===== src/rtl/msk_frame_sync.sv =====
// msk_frame_sync: bit-level frame synchronizer for the MSK receive chain.
// Hunts for SYNC_WORD (or its complement) within MAX_ERR bit errors, then
// packs PAYLOAD_BYTES of payload MSB-first into bytes with SOF/EOF markers.
//
//  state      | meaning
//  -----------+--------------------------------------------------------------
//  ST_SEARCH  | shifting bits into r_sr, testing each window against the sync
//  ST_PAYLOAD | sync found; de-inverting and packing payload bits into bytes

module msk_frame_sync #(
    parameter int                 SYNC_W        = 32,
    parameter logic [SYNC_W-1:0]  SYNC_WORD     = 32'h1ACF_FC1D,
    parameter int                 MAX_ERR       = 2,
    parameter int                 PAYLOAD_BYTES = 16
) (
    input  logic        clk,
    input  logic        rst,
    input  logic        data_i,
    input  logic        data_val_i,
    output logic [7:0]  byte_o,
    output logic        byte_val_o,
    output logic        sof_o,
    output logic        eof_o,
    output logic        sync_det_o,
    output logic        inverted_o,
    output logic        locked_o,
    output logic [15:0] frame_cnt_o
);

    localparam int FW  = $clog2(SYNC_W + 1);
    localparam int BCW = (PAYLOAD_BYTES > 1) ? $clog2(PAYLOAD_BYTES) : 1;

    // A normal and an inverted match must never both be possible.
    generate
        if (MAX_ERR >= SYNC_W / 2 || MAX_ERR < 0 || SYNC_W < 8 || SYNC_W > 64 ||
            PAYLOAD_BYTES < 1 || PAYLOAD_BYTES > 4096) begin : g_bad_param
            $error("msk_frame_sync: illegal parameter combination");
        end
    endgenerate

    typedef enum logic {
        ST_SEARCH  = 1'b0,
        ST_PAYLOAD = 1'b1
    } state_t;

    state_t            r_state;
    state_t            w_state_next;
    logic [SYNC_W-1:0] r_sr;
    logic [FW-1:0]     r_fill;
    logic              r_inv;
    logic [7:0]        r_byte_sr;
    logic [2:0]        r_bit_cnt;
    logic [BCW-1:0]    r_byte_cnt;
    logic [7:0]        r_byte;
    logic              r_byte_val;
    logic              r_sof;
    logic              r_eof;
    logic              r_sync_det;
    logic [15:0]       r_frame_cnt;

    logic [SYNC_W-1:0] w_sr_next;
    logic [SYNC_W-1:0] w_diff;
    logic [FW-1:0]     w_dist;
    logic              w_fill_full;
    logic              w_match_norm;
    logic              w_match_inv;
    logic [7:0]        w_byte_next;
    logic              w_det;
    logic              w_byte_done;
    logic              w_last;

    assign w_sr_next    = {r_sr[SYNC_W-2:0], data_i};
    assign w_diff       = w_sr_next ^ SYNC_WORD;
    // Current bit counts toward the fill, so one short of SYNC_W is enough.
    assign w_fill_full  = (r_fill >= FW'(SYNC_W - 1));
    assign w_match_norm = (w_dist <= FW'(MAX_ERR));
    assign w_match_inv  = (w_dist >= FW'(SYNC_W - MAX_ERR));
    assign w_byte_next  = {r_byte_sr[6:0], data_i ^ r_inv};

    // Hamming distance of the candidate window to the sync word.
    always_comb begin
        w_dist = '0;
        for (int k = 0; k < SYNC_W; k++) begin
            w_dist = w_dist + FW'(w_diff[k]);
        end
    end

    // State register.
    always_ff @(posedge clk) begin
        if (rst) r_state <= ST_SEARCH;
        else     r_state <= w_state_next;
    end

    // Next-state logic and per-bit event decode.
    always_comb begin
        w_state_next = r_state;
        w_det        = 1'b0;
        w_byte_done  = 1'b0;
        w_last       = 1'b0;
        case (r_state)
            ST_SEARCH: begin
                if (data_val_i && w_fill_full && (w_match_norm || w_match_inv)) begin
                    w_det        = 1'b1;
                    w_state_next = ST_PAYLOAD;
                end
            end
            ST_PAYLOAD: begin
                if (data_val_i && r_bit_cnt == 3'd7) begin
                    w_byte_done = 1'b1;
                    if (r_byte_cnt == BCW'(PAYLOAD_BYTES - 1)) begin
                        w_last       = 1'b1;
                        w_state_next = ST_SEARCH;
                    end
                end
            end
            default: w_state_next = ST_SEARCH;
        endcase
    end

    // Sync shift register, fill counter, byte packing and output registers.
    always_ff @(posedge clk) begin
        if (rst) begin
            r_sr        <= '0;
            r_fill      <= '0;
            r_inv       <= 1'b0;
            r_byte_sr   <= '0;
            r_bit_cnt   <= '0;
            r_byte_cnt  <= '0;
            r_byte      <= '0;
            r_byte_val  <= 1'b0;
            r_sof       <= 1'b0;
            r_eof       <= 1'b0;
            r_sync_det  <= 1'b0;
            r_frame_cnt <= '0;
        end else begin
            r_byte_val <= 1'b0;
            r_sof      <= 1'b0;
            r_eof      <= 1'b0;
            r_sync_det <= w_det;
            if (data_val_i && r_state == ST_SEARCH) begin
                r_sr <= w_sr_next;
                if (r_fill != FW'(SYNC_W)) r_fill <= r_fill + FW'(1);
                if (w_det) begin
                    r_inv      <= w_match_inv;
                    r_byte_sr  <= '0;
                    r_bit_cnt  <= '0;
                    r_byte_cnt <= '0;
                end
            end
            if (data_val_i && r_state == ST_PAYLOAD) begin
                r_byte_sr <= w_byte_next;
                r_bit_cnt <= r_bit_cnt + 3'd1;
                if (w_byte_done) begin
                    r_byte     <= w_byte_next;
                    r_byte_val <= 1'b1;
                    r_sof      <= (r_byte_cnt == '0);
                    r_eof      <= w_last;
                    r_byte_cnt <= r_byte_cnt + BCW'(1);
                end
                // Flushing the window keeps payload bits out of the next search.
                if (w_last) begin
                    r_frame_cnt <= r_frame_cnt + 16'd1;
                    r_sr        <= '0;
                    r_fill      <= '0;
                end
            end
        end
    end

    assign byte_o      = r_byte;
    assign byte_val_o  = r_byte_val;
    assign sof_o       = r_sof;
    assign eof_o       = r_eof;
    assign sync_det_o  = r_sync_det;
    assign inverted_o  = r_inv;
    assign locked_o    = (r_state == ST_PAYLOAD);
    assign frame_cnt_o = r_frame_cnt;

endmodule


===== config.mk =====
export PLATFORM = sky130hd
export DESIGN_NAME = msk_frame_sync
export DESIGN_NICKNAME = d
export VERILOG_FILES = /design/src/rtl/msk_frame_sync.sv
export SDC_FILE = /design/constraint.sdc
export NUM_CORES = 1
export LEC_CHECK = 0
export ABC_AREA = 1
export CELL_PAD_IN_SITES_DETAIL_PLACEMENT = 1
export CELL_PAD_IN_SITES_GLOBAL_PLACEMENT = 1
export CORE_AREA = 5 5 116 85
export CTS_BUF_LIST = sky130_fd_sc_hd__clkbuf_8
export DETAILED_ROUTE_END_ITERATION = 8
export DIE_AREA = 0 0 121 90
export GPL_TIMING_DRIVEN = 1
export PLACE_DENSITY_LB_ADDON = 0.3
export SYNTH_ARGS = -nofsm -noshare
export SYNTH_HDL_FRONTEND = slang
export SYNTH_SLANG_ARGS = --single-unit

===== constraint.sdc =====
create_clock -name clk -period 13.22 [get_ports clk]
set_clock_uncertainty 0.2 [all_clocks]
set_input_delay 2.644 -clock clk [delete_from_list [all_inputs] [get_ports clk]]
set_output_delay 2.644 -clock clk [all_outputs]
set_load 0.1 [all_outputs]

==> reports/qor.yml <==
run_status:
  status: "completed"
floorplanning:
  dieArea_sq_um: 10900
  io_pins: 34
  rows: 29
  core_area_sq_um: 8740
  die_w_um: 121
  start_util_pct: 47.0
  die-height_um: 90
synthesis:
  avgSynthCellArea_sq_um: 8.18
  syn-num-nets: 544
  synth_edf_count: 0
  yosysSeqAreaShare_pct: 39.5
  synth_ff_type: "dfxtp_1"
  synthArstFlopShare_pct: 0
  yosysWarningCount: 0
  synth_top_area_cell: "dfxtp_1"
  synthCells: 502
  synth_area_sq_um: 4110
  synth_cell_types: 36
  synth_top_cell_area_share_pct: 39.5
  yosys-top-cells-area: "dfxtp_1 (39%), fa_1 (12%), inv_1 (6.7%), nand2_1 (6.3%), nor2_1 (6.1%)"
  synth_seq_cells: 81
layout:
  layout-drive-gt1-share_pct: 5.81
  final_cell_mix: "dfxtp_1 (81), inv_1 (73), nand2_1 (69)"
  fin_nets: 573
  final_core_util_pct: 54.4
  syn2layout_area_growth_pct: 15.8
  final_common_cell: "dfxtp_1"
  diodes: 0
power:
  p_leak_nw: 2.04
  power_mw: 0.841
  vdd_ir_drop_max_mv: 0.113
  p_per_area_nw_per_um2: 177
global_routing:
  globalRouteTotalUtil_pct: 20.3
  grt_max_degree: 44
  overflow: 0
  grt_pass1_wl_um: 17800
  grt_pass1_vias: 3607
  antenna_found_initial: 0
timing:
  worst_pin_slew_ns: 0.987
  rsz0062_at_grt: "false"
  fin_ws_ns: 5.14
  final.setup.tns_ns: 0
  slew_viol_final: 0
  setup_viol: 0
  min_period_over_period_pct: 61.1
  finalCriticalPeriod_ns: 8.08
  slew_headroom_pct: 34.0
  timing.fmax_mhz: 124
  finalHoldViolations: 0
clock_network:
  postCtsSetupBuffers: 0
  clk_path_buf_depth: 2
  clock_latency_ns: 0.37
  cts_buffers: 9
  cts_tree: "yes"
  cts_sinks: 81
  ctsRootBufferMaster: "clkbuf_8"
  ctsResizeCount: 0
  h-tree-depth: 3
  cts.clk_slew.worst_paths_ns: 0.08
  postCtsHoldBufs: 0
routing:
  routedWlPerCell_um: 15.6
  vias_per_cell: 5.21
  vias: 3425
  dr.pass1.iters: 5
  wirelength_um: 10300
  drt_iter0_markers: 145
  drc: 0
  ant_nets: 0
setup_path:
  crit_type: "in2reg"
  crit_required_ns: 13.26
  cp-end-kind: "flop"
  start_kind: "primary input"
  cp.arrival_ns: 8.12
  path_max_fanout: 11
placed_design:
  pre_cts_ws_ns: 4.75
  hpwl_um: 7720
  io_buffer_count: 33
  gp_congestion: 0.866
run:
  cap_viol_max_count: 0
hold_path:
  min_path_type: "reg2reg"
## logic make-up (layout without fill, tap and decap cells)
family,Yosys count,in the layout,share of synthesized area [%]
fa+ha+maj,38,38,16.0
simple gates,204,204,23.0
xor+xnor,7,7,1.49
compound gates,77,77,11.3
flops,81,81,39.5
buf+inv,95,127,8.81
## metal layers
| metal | share of wire [%] | track usage, % | up-vias |
|---|---|---|---|
| met1 | 50 | 28.1 | 1685 |
| met2 | 45 | 31.8 | 53 |
| met3 | 3.7 | 4.71 | 15 |
| li1 | - | - | 1672 |
| met4 | 1.3 | 5.47 | 0 |
| met5 | 0 | 0 | - |
## area by class of cell
| cell class | count | area (sq um) |
|---|---|---|
| tap | 124 | 155 |
| clock inverter | 3 | 65.1 |
| sequential | 81 | 1620 |
| multi-input combinational | 326 | 2120 |
| timing repair buffer | 35 | 345 |
| clock buffer | 11 | 151 |
| fill | 1084 | 3990 |
| inverter | 78 | 293 |
## worst paths after layout
path	startpoint	to	slack, ns	depth (start not counted)
setup / recovery	data_i	r_byte_sr[6]$_SDFFE_PP0P_	5.14	20
hold / removal	r_byte_sr[3]$_SDFFE_PP0P_	byte_o[4]$_SDFFE_PP0P_	0.27	2
setup reg to reg	r_sr[0]$_SDFF_PP0_	r_byte_sr[6]$_SDFFE_PP0P_	7.43	20
hold reg to reg	r_byte_sr[3]$_SDFFE_PP0P_	byte_o[4]$_SDFFE_PP0P_	0.27	2
## per-stage QoR
step	hold slack, ns	cells	cell area, sq um
3_3_place_gp	0.256	644	4540
4_1_cts	0.275	658	4750
5_1_grt	0.299	658	4750
2_1_floorplan	0.234	502	4110
6_report	0.271	658	4750
3_5_place_dp	0.262	644	4540
## where the power goes
group          switching (mW)  internal (mW)  leakage [nW]
logic                   0.240          0.143          1.27
clock network          0.0882          0.114         0.111
registers             0.00540          0.250         0.659
## cell usage after synthesis (2+ instances only)
cell type	instances
dfxtp_1	81
inv_1	73
nand2_1	69
nor2_1	67
nand3_1	35
a21oi_1	33
a211oi_1	27
fa_1	24
nor3_1	15
ha_1	14
o21ai_0	13
clkbuf_1	12
xor2_1	6
buf_2	4
inv_2	3
nand4_1	3
nor2_2	3
clkinv_1	2
## state kept, by name (all words and copies together) (netlist names)
| register | flops |
|---|---|
| byte_o | 8 |
| byte_val_o | 1 |
| eof_o | 1 |
| frame_cnt_o | 16 |
| inverted_o | 1 |
| locked_o | 1 |
| r_bit_cnt | 3 |
| r_byte_cnt | 4 |
| r_byte_sr | 7 |
| r_fill | 6 |
| r_sr | 31 |
| sof_o | 1 |
| sync_det_o | 1 |
## worst max-delay path, cell delays in order
cell	delay [ns]
clkdlybuf4s50_1	0.50
fa_1	0.59
fa_1	0.45
fa_1	0.51
inv_1	0.06
fa_1	0.49
fa_1	0.51
inv_1	0.05
fa_1	0.49
inv_1	0.05
ha_1	0.20
fa_1	0.41
nand2_1	0.11
inv_1	0.06
nor3b_1	0.20
nand3_1	0.13
nand3_1	0.12
nand2_1	0.28
nand3_1	0.18
a21oi_1	0.08
Power figures use the tool's default switching activity.
